<file path="config.mk">
export PLATFORM = sky130hd
export DESIGN_NAME = pipeline_hazard_ctrl_flat
export DESIGN_NICKNAME = d
export VERILOG_FILES = /design/src/rtl/pipeline_hazard_ctrl_if.sv /design/src/rtl/pipeline_hazard_ctrl.sv /design/src/flat_wrapper.sv
export SDC_FILE = /design/constraint.sdc
export NUM_CORES = 1
export LEC_CHECK = 0
export ABC_AREA = 1
export ABC_CLOCK_PERIOD_IN_PS = 2850
export CELL_PAD_IN_SITES_DETAIL_PLACEMENT = 1
export CELL_PAD_IN_SITES_GLOBAL_PLACEMENT = 1
export CORE_MARGIN = 1
export CORE_UTILIZATION = 40
export CTS_BUF_LIST = sky130_fd_sc_hd__clkbuf_2 sky130_fd_sc_hd__clkbuf_4 sky130_fd_sc_hd__clkbuf_8
export DETAILED_ROUTE_END_ITERATION = 8
export DONT_BUFFER_PORTS = 1
export PLACE_DENSITY_LB_ADDON = 0.1
export SLEW_MARGIN = 40
export SYNTH_ARGS = -nofsm -noshare
export SYNTH_HDL_FRONTEND = slang
export SYNTH_SLANG_ARGS = --single-unit
</file>
<file path="constraint.sdc">
create_clock -name CLK -period 2.85 [get_ports CLK]
set_input_delay 0.4275 -clock CLK [delete_from_list [all_inputs] [get_ports CLK]]
set_output_delay 0.4275 -clock CLK [all_outputs]
set_load 0.05 [all_outputs]
</file>
<file path="src/rtl/pipeline_hazard_ctrl_if.sv">
// pipeline_hazard_ctrl_if: pipeline status into, and stage-register control out of, the hazard controller
//   master: pipeline side; drives hit/hazard status and receives wen/flush/stall_count
//   slave : controller side; receives status and drives wen/flush/stall_count
interface pipeline_hazard_ctrl_if #(
   parameter int STALL_CNT_W = 16
);
   logic                   ihit;
   logic                   dhit;
   logic                   ex_memread;
   logic [4:0]             ex_rt;
   logic [4:0]             id_rs;
   logic [4:0]             id_rt;
   logic                   mem_memread;
   logic                   mem_memwrite;
   logic                   mem_branch_taken;
   logic                   halt;
   logic                   pc_wen;
   logic                   ifid_wen;
   logic                   idex_wen;
   logic                   exmem_wen;
   logic                   memwb_wen;
   logic                   ifid_flush;
   logic                   idex_flush;
   logic                   exmem_flush;
   logic [STALL_CNT_W-1:0] stall_count;
   modport master (
      output ihit, dhit, ex_memread, ex_rt, id_rs, id_rt, mem_memread, mem_memwrite,
             mem_branch_taken, halt,
      input  pc_wen, ifid_wen, idex_wen, exmem_wen, memwb_wen,
             ifid_flush, idex_flush, exmem_flush, stall_count
   );
   modport slave (
      input  ihit, dhit, ex_memread, ex_rt, id_rs, id_rt, mem_memread, mem_memwrite,
             mem_branch_taken, halt,
      output pc_wen, ifid_wen, idex_wen, exmem_wen, memwb_wen,
             ifid_flush, idex_flush, exmem_flush, stall_count
   );
endinterface

</file>
<file path="src/rtl/pipeline_hazard_ctrl.sv">
// pipeline_hazard_ctrl: 5-stage pipeline stall/flush controller with stall-cycle counter
//   CLK  : clock, all state on rising edge
//   nRST : asynchronous active-low reset
//   bus  : status inputs (hits, load-use operands, mem ops, branch, halt) and
//          stage-register wen/flush outputs plus saturating stall_count
module pipeline_hazard_ctrl #(
   parameter int STALL_CNT_W = 16
) (
   input logic                    CLK,
   input logic                    nRST,
   pipeline_hazard_ctrl_if.slave  bus
);
   typedef enum logic [1:0] {RUN, DWAIT, HALTED} state_t;
   state_t                 state;
   logic                   lu;
   logic                   mb;
   logic [7:0]             ctl;
   logic [STALL_CNT_W-1:0] stall_count;
   assign lu = bus.ex_memread && bus.ex_rt != 5'd0 && (bus.ex_rt == bus.id_rs || bus.ex_rt == bus.id_rt);
   assign mb = (bus.mem_memread || bus.mem_memwrite) && !bus.dhit;
   // ctl = {pc, ifid, idex, exmem, memwb wen, ifid, idex, exmem flush}; reset forces everything low
   // A taken branch outranks load-use because its flush kills the dependent instruction anyway.
   assign ctl = (!nRST || state == HALTED || mb) ? 8'b00000_000 :
                bus.mem_branch_taken             ? 8'b11111_111 :
                lu                               ? 8'b00111_010 :
                !bus.ihit                        ? 8'b01111_100 :
                                                   8'b11111_000;
   assign {bus.pc_wen, bus.ifid_wen, bus.idex_wen, bus.exmem_wen, bus.memwb_wen,
           bus.ifid_flush, bus.idex_flush, bus.exmem_flush} = ctl;
   assign bus.stall_count = stall_count;
   always_ff @(posedge CLK or negedge nRST) begin
      if (!nRST) begin
         state       <= RUN;
         stall_count <= '0;
      end else begin
         state <= (state == HALTED || bus.halt) ? HALTED : mb ? DWAIT : RUN;
         if (!ctl[7] && state != HALTED && stall_count != '1)
            stall_count <= stall_count + 1'b1;
      end
   end
endmodule

</file>
<file path="src/flat_wrapper.sv">
// flat-port wrapper written by rule: the top's interface ports become plain ports
module pipeline_hazard_ctrl_flat 
#(
   parameter int STALL_CNT_W = 16
)
  (CLK, nRST, bus_ihit, bus_dhit, bus_ex_memread, bus_ex_rt, bus_id_rs, bus_id_rt, bus_mem_memread, bus_mem_memwrite, bus_mem_branch_taken, bus_halt, bus_pc_wen, bus_ifid_wen, bus_idex_wen, bus_exmem_wen, bus_memwb_wen, bus_ifid_flush, bus_idex_flush, bus_exmem_flush, bus_stall_count);
  pipeline_hazard_ctrl_if #(.STALL_CNT_W(STALL_CNT_W)) bus_i ();
  input logic CLK;
  input logic nRST;
  input wire logic [$bits(bus_i.ihit)-1:0] bus_ihit;
  input wire logic [$bits(bus_i.dhit)-1:0] bus_dhit;
  input wire logic [$bits(bus_i.ex_memread)-1:0] bus_ex_memread;
  input wire logic [$bits(bus_i.ex_rt)-1:0] bus_ex_rt;
  input wire logic [$bits(bus_i.id_rs)-1:0] bus_id_rs;
  input wire logic [$bits(bus_i.id_rt)-1:0] bus_id_rt;
  input wire logic [$bits(bus_i.mem_memread)-1:0] bus_mem_memread;
  input wire logic [$bits(bus_i.mem_memwrite)-1:0] bus_mem_memwrite;
  input wire logic [$bits(bus_i.mem_branch_taken)-1:0] bus_mem_branch_taken;
  input wire logic [$bits(bus_i.halt)-1:0] bus_halt;
  output wire logic [$bits(bus_i.pc_wen)-1:0] bus_pc_wen;
  output wire logic [$bits(bus_i.ifid_wen)-1:0] bus_ifid_wen;
  output wire logic [$bits(bus_i.idex_wen)-1:0] bus_idex_wen;
  output wire logic [$bits(bus_i.exmem_wen)-1:0] bus_exmem_wen;
  output wire logic [$bits(bus_i.memwb_wen)-1:0] bus_memwb_wen;
  output wire logic [$bits(bus_i.ifid_flush)-1:0] bus_ifid_flush;
  output wire logic [$bits(bus_i.idex_flush)-1:0] bus_idex_flush;
  output wire logic [$bits(bus_i.exmem_flush)-1:0] bus_exmem_flush;
  output wire logic [$bits(bus_i.stall_count)-1:0] bus_stall_count;
  assign bus_i.ihit = bus_ihit;
  assign bus_i.dhit = bus_dhit;
  assign bus_i.ex_memread = bus_ex_memread;
  assign bus_i.ex_rt = bus_ex_rt;
  assign bus_i.id_rs = bus_id_rs;
  assign bus_i.id_rt = bus_id_rt;
  assign bus_i.mem_memread = bus_mem_memread;
  assign bus_i.mem_memwrite = bus_mem_memwrite;
  assign bus_i.mem_branch_taken = bus_mem_branch_taken;
  assign bus_i.halt = bus_halt;
  assign bus_pc_wen = bus_i.pc_wen;
  assign bus_ifid_wen = bus_i.ifid_wen;
  assign bus_idex_wen = bus_i.idex_wen;
  assign bus_exmem_wen = bus_i.exmem_wen;
  assign bus_memwb_wen = bus_i.memwb_wen;
  assign bus_ifid_flush = bus_i.ifid_flush;
  assign bus_idex_flush = bus_i.idex_flush;
  assign bus_exmem_flush = bus_i.exmem_flush;
  assign bus_stall_count = bus_i.stall_count;
  pipeline_hazard_ctrl #(.STALL_CNT_W(STALL_CNT_W)) u_core (.CLK(CLK), .nRST(nRST), .bus(bus_i));
endmodule
</file>
* Yosys cells after proc, flatten, opt, wreduce, memory -nomap -nowiden *
Cells that the tools add are included.

storage, ports and cells
  bits in registers = 18
  input bits = 24

operators by class
  $add $sub $neg = 1
  equality and inequality tests = 5
  muxes and demuxes = 6
  reduce and logical (&&, ||, !) cells = 14

operators by type and width
  operator               number
  $mux 8                 4
  $add 16x1->16 const B  1
  $ne 16x16->1 const B   1
  $eq 5x5->1             2
  $logic_and 1x1->1      5
  $logic_or 1x1->1       5
  $reduce_bool 5->1      1
  $logic_not 1->1        3
  $eq 2x2->1 const B     1
  $mux 2                 1
  $ne 2x2->1 const B     1
  $mux 1                 1

* Longest topological paths before layout *
  word-level depth = 9
  gate-level depth with buffers = 12
  depth with buffers taken out = 11

* Least setup slack after synthesis *
No wires, ideal clock.

  path type = input -> output
  from = in bus_mem_memwrite
  to = out bus_ifid_flush
  data arrival time = 2.321 ns
  setup slack = 0.101 ns
  stages = 7
  path through = nor2_1 nor2_1 inv_1 nand3_1 inv_1 nand2_1 o21ai_0

between the ends
  longest elaborated chain between the ends = 4

ends and longest elaborated chain
  item                line                        RTL
  start: declaration  flat_wrapper.sv:17          input wire logic [$bits(bus_i.mem_memwrite)-1:0] bus_mem_memwrite;
  $logic_or 1x1->1    pipeline_hazard_ctrl.sv:20  assign mb = (bus.mem_memread || bus.mem_memwrite) && !bus.dhit;
  $logic_and 1x1->1   pipeline_hazard_ctrl.sv:20
  $logic_or 1x1->1    pipeline_hazard_ctrl.sv:23  assign ctl = (!nRST || state == HALTED || mb) ? 8'b00000_000 :
  $mux 8              pipeline_hazard_ctrl.sv:23
  end: declaration    flat_wrapper.sv:25          output wire logic [$bits(bus_i.ifid_flush)-1:0] bus_ifid_flush;

No other way between the ends.

* Final worst setup path *
  from = reg u_core.state[1]
  to = out bus_pc_wen

between the ends
  longest elaborated chain between the ends = 4

ends and longest elaborated chain
  item                           line                        RTL
  start: declaration             pipeline_hazard_ctrl.sv:14  state_t state;
  start signal: assignment       pipeline_hazard_ctrl.sv:36  state <= (state == HALTED || bus.halt) ? HALTED : mb ? DWAIT : RUN;
  $eq 2x2->1                     pipeline_hazard_ctrl.sv:23
  $logic_or 1x1->1 (2 in a row)  pipeline_hazard_ctrl.sv:23
  $mux 8                         pipeline_hazard_ctrl.sv:23
  end: declaration               flat_wrapper.sv:20          output wire logic [$bits(bus_i.pc_wen)-1:0] bus_pc_wen;

No other way between the ends.

==> impl_metrics.env <==
export IMPL_status="finished, final reports clean"
export IMPL_powerDensity_mw_per_mm2=371
export IMPL_fillers=438
export IMPL_grt_util_all_layers_pct=21.4
export IMPL_insertion_delay_ns=0.31
export IMPL_grt_pass1_wl_um=5830
export IMPL_min_path_type="input port to asynchronous set/reset pin"
export IMPL_intPower_w=0.000388
export IMPL_vias=1322
export IMPL_p_sw_w=0.000198
export IMPL_dr_pass1_iters=4
export IMPL_drv_slew=0
export IMPL_port_buffers=0
export IMPL_post_cts_setup_buffers=0
export IMPL_path_cells="inv_1 > nor2_1 > inv_1 > nand3_1 > inv_1 > buf_4 > nand3_2 > inv_1 > buf_4"
export IMPL_cts_root_buf="clkbuf_4"
export IMPL_netlist_area_sq_mm=0.00137
export IMPL_rows=20
export IMPL_tns_ns=0
export IMPL_startpoint_type="flop"
export IMPL_final_min_clock_period_ns=2.39
export IMPL_synth_nets=225
export IMPL_crit_fanout=20
export IMPL_ys_ff_latch=18
export IMPL_cp_startpoint="u_core.state[1]"
export IMPL_setup_viol=0
export IMPL_ir_drop_uv=135
export IMPL_max_slew_margin_pct=61.1
export IMPL_gr_total_overflow=0
export IMPL_grt_max_degree=21
export IMPL_gp_congestion=0.799
export IMPL_rsz0062_at_grt="no"
export IMPL_fin_crit_sh_pct=83.8
export IMPL_clock_power_share_pct=28.7
export IMPL_wirelength_um=3420
export IMPL_p_sw_share_pct=33.8
export IMPL_antennaDiodeCount=0
export IMPL_hold_viol_final=0
export IMPL_wl_per_cell_um=13.1
export IMPL_chipHeight_um=60.6
export IMPL_pin_count=48
export IMPL_grt_pass1_vias=1384
export IMPL_ys_warnings_count=0
export IMPL_arrival_ns=1.96
export IMPL_p_comb_share_pct=24.8
export IMPL_syn_area_per_cell_sq_um=6.87
export IMPL_clk_pin_slew_worst_paths_ns=0.12
export IMPL_cts_buffer_depth=2
export IMPL_worstMarginPinSlew_ns=0.584
export IMPL_ant_nets=0
export IMPL_design_area_sq_mm=0.00158
export IMPL_p_seq_share_pct=46.5
export IMPL_drcViolationCount=0
export IMPL_cp_slowest_cell="dfrtp_1"
export IMPL_final_nets=243
export IMPL_cellLeakagePower_nw=0.842
export IMPL_drive_above_1_share_pct=17.1
export IMPL_core_area_sq_mm=0.00315
export IMPL_path_common_cell="inv_1"
export IMPL_synth_cells=200
export IMPL_regArea_sq_um=450
export IMPL_dieArea_sq_mm=0.00367
export IMPL_critPathRequiredTime_ns=2.42
export IMPL_reg2reg_from="u_core.bus.stall_count[0]"
export IMPL_maxCapViolCount=0
export IMPL_die_x_um=60.6
export IMPL_htree_levels=1
export IMPL_r2r_end="u_core.bus.stall_count[15]"
export IMPL_dpl_cell_area_sq_mm=0.00154
export IMPL_end_kind="output port"
export IMPL_tritoncts="yes"
export IMPL_finClkSkew_ns=0.00804
export IMPL_critPathKind="flop to output port"
export IMPL_cts_buffers=3
export IMPL_viasPerCell=5.07
export IMPL_ys_types=22
export IMPL_hpwl_um=2630
export IMPL_multi_input_area_sq_um=754
export IMPL_critPathMaxStageDelay_ns=0.37
export IMPL_cts_sinks=18
export IMPL_post_cts_resized=0
export IMPL_rr_worst_depth=12
export IMPL_syn2layout_area_growth_pct=14.8
export IMPL_start_util_pct=43.6
export IMPL_fmax_mhz=418
export IMPL_first_iter_violations=40
export IMPL_rrSetupSlack_ns=0.78
export IMPL_antenna_found_initial=0
export IMPL_synth_seq_area_share_pct=32.8
==> power groups by stage <==
| stage | Sequential (W) | Combinational, W | Clock (W) |
|---|---|---|---|
| floorplan | 0.000334 | 0.0000460 | 0 |
| global placement | 0.000276 | 0.000137 | 0 |
| detailed placement | 0.000278 | 0.000142 | 0 |
| CTS | 0.000272 | 0.000149 | 0.000168 |
| global route | 0.000273 | 0.000162 | 0.000182 |
| finish | 0.000272 | 0.000145 | 0.000168 |
==> through the flow <==
step                hold WS, ns  power [W]  utilization [%]  worst slack (ns)  std cells
floorplan                 0.132   0.000380                -             0.101        200
global placement          0.132   0.000413             48.7             0.747        256
global route             0.0429   0.000617             50.0             0.288        261
detailed placement        0.132   0.000420             48.7             0.654        256
CTS                       0.247   0.000590             50.2             0.426        261
finish                   0.0320   0.000586             50.0             0.460        261
==> layer usage <==
layer | global-route usage (%) | share of wire (%)
met3 | 6.18 | 5.7
met4 | 5.84 | 0.85
met5 | 0 | 0
met1 | 22.9 | 42
met2 | 40.7 | 52
==> cell families (layout without fill, tap and decap cells) <==
family                   count (synthesis)  in the layout  share of synthesized area [%]
AND/OR/NAND/NOR                        129            129                           44.0
buffers and inverters                   35             52                           12.3
flip-flops                              18             18                           32.8
XOR/XNOR                                14             14                           8.93
AO/OA/AOI/OAI                            3              3                           1.09
adder cells (fa/ha/maj)                  1              1                          0.911
==> registers in the layout, indices dropped and copies added, names as in the netlist <==
name,cells
u_core.state,2
u_core.bus.stall_count,16
==> critical path, delay by kind of cell, from the launching register on <==
kind	cells	cell delay (ns)
buffers and inverters	6	0.76
AND/OR/NAND/NOR	3	0.52
flip-flops	1	0.37
==> layout make-up <==
type	instances	area share, %
Timing Repair Buffer	21	11.4
Tap cell	44	3.49
Multi-Input combinational cell	147	47.8
Sequential cell	18	28.5
Clock buffer	4	2.30
Inverter	27	6.42
==> cells in the final DEF (no fill, tap or decap), drive strengths merged <==
cell type  netlist  final
buf              8     21
clkbuf           0      4
dfrtp           18     18
ha               1      1
inv             27     27
nand2           71     71
nand3           12     12
nand4           19     19
nor2            20     20
nor3             4      4
o21ai            3      3
or2              3      3
xnor2            6      6
xor2             8      8
==> cell usage after synthesis (all sizes together) <==
master / count / area, sq um
nand2: 71 / 272
inv: 27 / 101
nor2: 20 / 85.1
nand4: 19 / 119
dfrtp: 18 / 450
nand3: 12 / 80.1
buf: 8 / 67.6
xor2: 8 / 70.1
xnor2: 6 / 52.6
nor3: 4 / 30.0
o21ai: 3 / 15.0
or2: 3 / 18.8
ha: 1 / 12.5
==> what timing repair did <==
item | 4_1_cts | 5_1_grt
hold endpoints to repair | 18 | 0
hold buffers | 1 | 0
setup endpoints to repair | 0 | 0
==> how the worst max path moves through the flow <==
stage	endpoint	cells after the start
finish	bus_pc_wen	9
global route	bus_pc_wen	9
CTS	bus_pc_wen	9
detailed placement	bus_pc_wen	9
global placement	bus_pc_wen	9
floorplan	bus_ifid_flush	7
(Power assumes the default switching activity.)
==> edit 1: new RTL, config.mk and constraints unchanged <==
`STALL_CNT_W` is set to 16 in 3 places; all go to 24.
--- a/src/rtl/pipeline_hazard_ctrl_if.sv
+++ b/src/rtl/pipeline_hazard_ctrl_if.sv
@@ -4,3 +4,3 @@
 interface pipeline_hazard_ctrl_if #(
-   parameter int STALL_CNT_W = 16
+   parameter int STALL_CNT_W = 24
 );
--- a/src/rtl/pipeline_hazard_ctrl.sv
+++ b/src/rtl/pipeline_hazard_ctrl.sv
@@ -6,3 +6,3 @@
 module pipeline_hazard_ctrl #(
-   parameter int STALL_CNT_W = 16
+   parameter int STALL_CNT_W = 24
 ) (
--- a/src/flat_wrapper.sv
+++ b/src/flat_wrapper.sv
@@ -3,3 +3,3 @@
 #(
-   parameter int STALL_CNT_W = 16
+   parameter int STALL_CNT_W = 24
 )
Ports: changed (resized bus_stall_count); port bits go from 48 to 56. The function was not compared with the original's and may differ.
==> edit 1 against the unedited design <==
- worst hold slack better by 0.24 ns
- power increased by 46%
- worst setup slack gained 0.075 ns
- count of clock-buffer cells in the layout is 1 lower
- wire length grew 56%
- sequential cell count rose by 8
- synthesized area grew 44%
- final area is 47% higher
- critical path type unchanged
- largest cell class unchanged
==> edit 1: results (changes against the unedited design) <==
The run gives 25 (+14%) as the number of different library cells in the post-synthesis netlist. The count of buffers inserted at the top-level ports is 0 (unchanged), and the count of instances resized after the clock tree is built is 0 (unchanged). The number of vias per cell was 4.93 (-2.7%).

Root buffer selected by CTS: sky130_fd_sc_hd__clkbuf_8. The logs give 2 (unchanged) for the deepest clock path buffer count and 9140 um (+57%) for the global-route wire length before repair. The tools report the count of placed standard cells including taps as 387 (+51%). The number of max-capacitance violations reported is 0 (unchanged). The static leakage power was 1.19 nW (+41%); the routed wire length per instance was 13.5 um (+3.1%). The flow ran to the end, and the final reports show no timing, DRC or antenna violations. The post-CTS setup-driven buffer insertion count was 0 (unchanged); the via count of the first global-routing pass was 2031 (+47%). The source-to-sink clock delay at the later pin of the worst-skew pair was 0.28 ns (-0.03 ns); the total number of H-tree levels was 1 (unchanged). The post-synthesis net count is 326 (+45%). The first-pass iteration count of the detailed router is 4 (unchanged), and the maximum number of pins on one net before global-route repair is 28 (+33%).

The logs give 631 (+44%) for the number of fillers in the final layout and 0 (unchanged) for the number of warning messages in the yosys log. The post-detailed-placement cell area was 0.00221 mm^2 (+44%); the share of final-layout standard cells stronger than drive strength 1 was 15.0% (-2.0 points). Global-route usage over all layers: 22.5% (+1.1 points). The run gives 33.0% (+0.19 points) as the share of synthesized area occupied by flip-flops and latches. The initial antenna violation count was 1 (+1); the number of standard cells after synthesis was 301 (+51%). Broken down by cell family, the worst path's largest delay share belongs to buffers and inverters. By count the netlist is led by sky130_fd_sc_hd__nand2_1 (111), sky130_fd_sc_hd__nor2_1 (32), sky130_fd_sc_hd__inv_1 (31). For the HPWL after detailed placement, the log shows 4080 um (+55%). The logs give 60.5% (-0.54 points) for the headroom to the max-slew limit and 0.844 ns (+0.190 ns) for the worst slack at placement. The routability congestion estimate is 0.795 (-0.45%). The tightest min-delay check is of the in -> reg type. The highest-delay cell along the critical path was sky130_fd_sc_hd__dfrtp_1.

The number of CTS-inserted buffers was 3 (unchanged); the layout net count was 352 (+45%). The number of hold buffers added after CTS is 2 (+1). The maximum fanout along the worst path is 27 (+35%). Clock tree skew after final layout: 0.00339 ns (-0.00465 ns).

Share of flip-flops with an asynchronous set or reset after synthesis: 100% (unchanged). After synthesis, the cell types taking the most area are sky130_fd_sc_hd__dfrtp_1 (33%), sky130_fd_sc_hd__nand2_1 (21%), sky130_fd_sc_hd__nand4_1 (8.6%). The register clock-pin slew on the reported worst setup and hold paths was 0.10 ns (-0.02 ns). The delay of the slowest cell on the worst path is 0.37 ns (about the same), and the worst voltage drop across the vdd grid is 0.164 mV (+21%). For the worst path arrival time, the log shows 1.89 ns (-0.07 ns). The tools report the violation count after the first detailed-route iteration as 83 (+110%). The largest registers in the layout are u_core.bus.stall_count (24), u_core.state (2). The total detailed-routing wirelength came out at 5320 um (+56%). The run gives 49.0% (-1.1 points) as the share of the core filled with cells.
edit 1: final timing paths:
path	slack [ns]	cells past startpoint	from	to
min in group asynchronous	0.59	2	nRST	u_core.bus.stall_count[9]$_DFFE_PN0P_
hold / removal	0.27	1	bus_halt	u_core.state[1]$_DFF_PN0_
max in group asynchronous	2.10	2	nRST	u_core.bus.stall_count[0]$_DFFE_PN0P_
setup reg to reg	0.93	8	u_core.state[0]$_DFF_PN0_	u_core.bus.stall_count[7]$_DFFE_PN0P_
hold reg to reg	0.59	2	u_core.bus.stall_count[5]$_DFFE_PN0P_	u_core.bus.stall_count[5]$_DFFE_PN0P_
setup / recovery	0.54	8	u_core.state[1]$_DFF_PN0_	bus_idex_flush
edit 1: cell type report:
class	instances	area share, %
Antenna cell	1	0.108
Clock buffer	3	1.78
Clock inverter	1	1.30
Inverter	38	6.17
Multi-Input combinational cell	227	48.2
Sequential cell	26	28.1
Tap cell	67	3.62
Timing Repair Buffer	31	10.7
edit 1: cell families after synthesis:
| kind of cell | count (synthesis) | share of synthesized area [%] |
|---|---|---|
| adders and majority gates | 1 | 0.634 |
| xor gates and xnor gates | 19 | 8.43 |
| and+or+nand+nor | 203 | 46.4 |
| DFF | 26 | 33.0 |
| AOI/OAI and AO/OA | 4 | 1.01 |
| buffers and inverters | 48 | 10.5 |
edit 1: worst reg2reg max path: stages, from the launching register on:
cell and delay, ns:
sky130_fd_sc_hd__dfrtp_1 0.37, sky130_fd_sc_hd__nor2_1 0.15, sky130_fd_sc_hd__inv_2 0.22, sky130_fd_sc_hd__nand3_1 0.22, sky130_fd_sc_hd__inv_2 0.07, sky130_fd_sc_hd__nand3_2 0.12
sky130_fd_sc_hd__nand3_2 0.40, sky130_fd_sc_hd__nand2_1 0.18, sky130_fd_sc_hd__nand2_1 0.08
edit 1: where the power goes:
part           internal [mW]  switching [mW]
clock network          0.188           0.125
registers              0.382          0.0170
logic                 0.0455          0.0992
total                  0.615           0.241
edit 1: layer usage:
layer | up-vias | global-route usage [%] | part of all wire [%] | wire (um)
met2 | 49 | 40.7 | 50 | 2670
met4 | 0 | 7.19 | 1.1 | 60
met3 | 5 | 4.31 | 4.9 | 262
met1 | 886 | 26.6 | 44 | 2330
met5 | - | 0 | 0 | 0
li1 | 1001 | - | - | -
==> edit 2: new RTL, same settings <==
Without the edit above. Encoding of `state_t`: now one-hot (3 bits for 3 states).
--- a/src/rtl/pipeline_hazard_ctrl.sv
+++ b/src/rtl/pipeline_hazard_ctrl.sv
@@ -12,3 +12,3 @@
 );
-   typedef enum logic [1:0] {RUN, DWAIT, HALTED} state_t;
+   typedef enum logic [2:0] {RUN = 3'b001, DWAIT = 3'b010, HALTED = 3'b100} state_t;
    state_t                 state;
Formal check against the unedited RTL: same outputs for any inputs over 10 cycles, from zero or initial values and one cycle with nRST low; not proved beyond that.
==> edit 2 against the unedited design <==
- global-route usage barely moved
- critical endpoint unchanged
- register-to-register slack got worse by 0.03 ns
- synthesized area rose by 3.6%
- final area rose by 2.2%
- largest cell class unchanged
- wire length rose by 4.7%
- sequential cell count rose by 1
- worst setup slack improved by 0.061 ns
- synthesized cell count rose by 2.0%
- sequential share of layout area rose by 1.0 points
Power is not compared: it rests on default switching activity, and its combinational part moved more than twofold at a synthesized area within 25%.
==> edit 2: results (changes against the unedited design) <==
The flow ran to the end, and the final reports show no timing, DRC or antenna violations. The final non-filler cell total was 265 (+1.5%); the global-route wire length before repair was 6080 um (+4.3%). In the final layout, the registers with the most flip-flops are u_core.bus.stall_count (16), u_core.state (3). The number of different library cells in the post-synthesis netlist was 23 (+4.5%).

For the share of synthesized area occupied by flip-flops and latches, the log shows 33.5% (+0.69 points). The final period demand of the worst path is 2.33 ns (-0.0612 ns), and the routability congestion estimate is 0.805 (+0.79%). Fraction of the mapped netlist area in adder cells: 0.879% (-0.032 points). The run gives 0.00158 mm^2 (+2.7%) as the post-detailed-placement cell area. In this design, the largest share of critical-path delay is due to simple AND/OR/NAND/NOR gates.

Synthesized-area fraction occupied by ao, oa, aoi and oai cells: 1.05% (-0.038 points). The headroom to the max-slew limit was 60.4% (-0.64 points). The run gives 1428 (+3.2%) as the via count of the first global-routing pass. The worst register-to-register path ends at u_core.bus.stall_count[6]$_DFFE_PN0P_.

The logs give 245 (+0.82%) for the layout net count and 1.90 ns (-0.06 ns) for the worst path arrival time. The number of fillers in the final layout was 466 (+6.4%). After synthesis, the cell types taking the most area are sky130_fd_sc_hd__dfrtp_1 (32%), sky130_fd_sc_hd__nand2_1 (18%), sky130_fd_sc_hd__nand4_1 (8.3%). The start point of the critical path was u_core.state[0]$_DFF_PN1_.

After synthesis, the most frequently instantiated cells are sky130_fd_sc_hd__nand2_1 (69), sky130_fd_sc_hd__inv_1 (28), sky130_fd_sc_hd__nand4_1 (19). The post-layout total power was 0.454 mW; the path depth of the worst reg2reg path was 8 (-4). The final hold slack is 0.0543 ns (+0.0223 ns). The delay of the slowest cell on the worst path is 0.54 ns (+0.17 ns), and the xor and xnor fraction of the mapped netlist area is 8.61% (-0.31 points). The violation count after the first detailed-route iteration came out at 62 (+55%). The clock tree skew after final layout is 0.00340 ns (-0.00464 ns), and the worst slack at placement is 0.749 ns (+0.0943 ns). The count of placed standard cells including taps is 260 (+1.6%).
-- edit 2: cells by family (layout without fill, tap and decap cells) --
kind of cell / count (synthesis) / count (layout)
AO/OA/AOI/OAI: 3 / 3
XOR/XNOR: 14 / 14
adder cells (fa/ha/maj): 1 / 1
buffers and inverters: 39 / 54
flip-flops: 19 / 19
AND/OR/NAND/NOR: 128 / 128
-- edit 2: layout make-up --
cell class / instances / area, um^2 / share of cell area (%)
Multi-Input combinational cell: 146 / 767 / 47.6
Sequential cell: 19 / 477 / 29.6
Tap cell: 46 / 57.6 / 3.57
Clock buffer: 4 / 30.0 / 1.86
Inverter: 31 / 116 / 7.21
Timing Repair Buffer: 19 / 165 / 10.2
-- edit 2: layer usage --
| metal | part of all wire, % | wire length (um) | track usage, % |
|---|---|---|---|
| met1 | 43 | 1530 | 25.0 |
| met4 | 0.42 | 15 | 3.81 |
| met3 | 4.6 | 166 | 3.36 |
| met2 | 52 | 1870 | 41.2 |
| met5 | 0 | 0 | 0 |
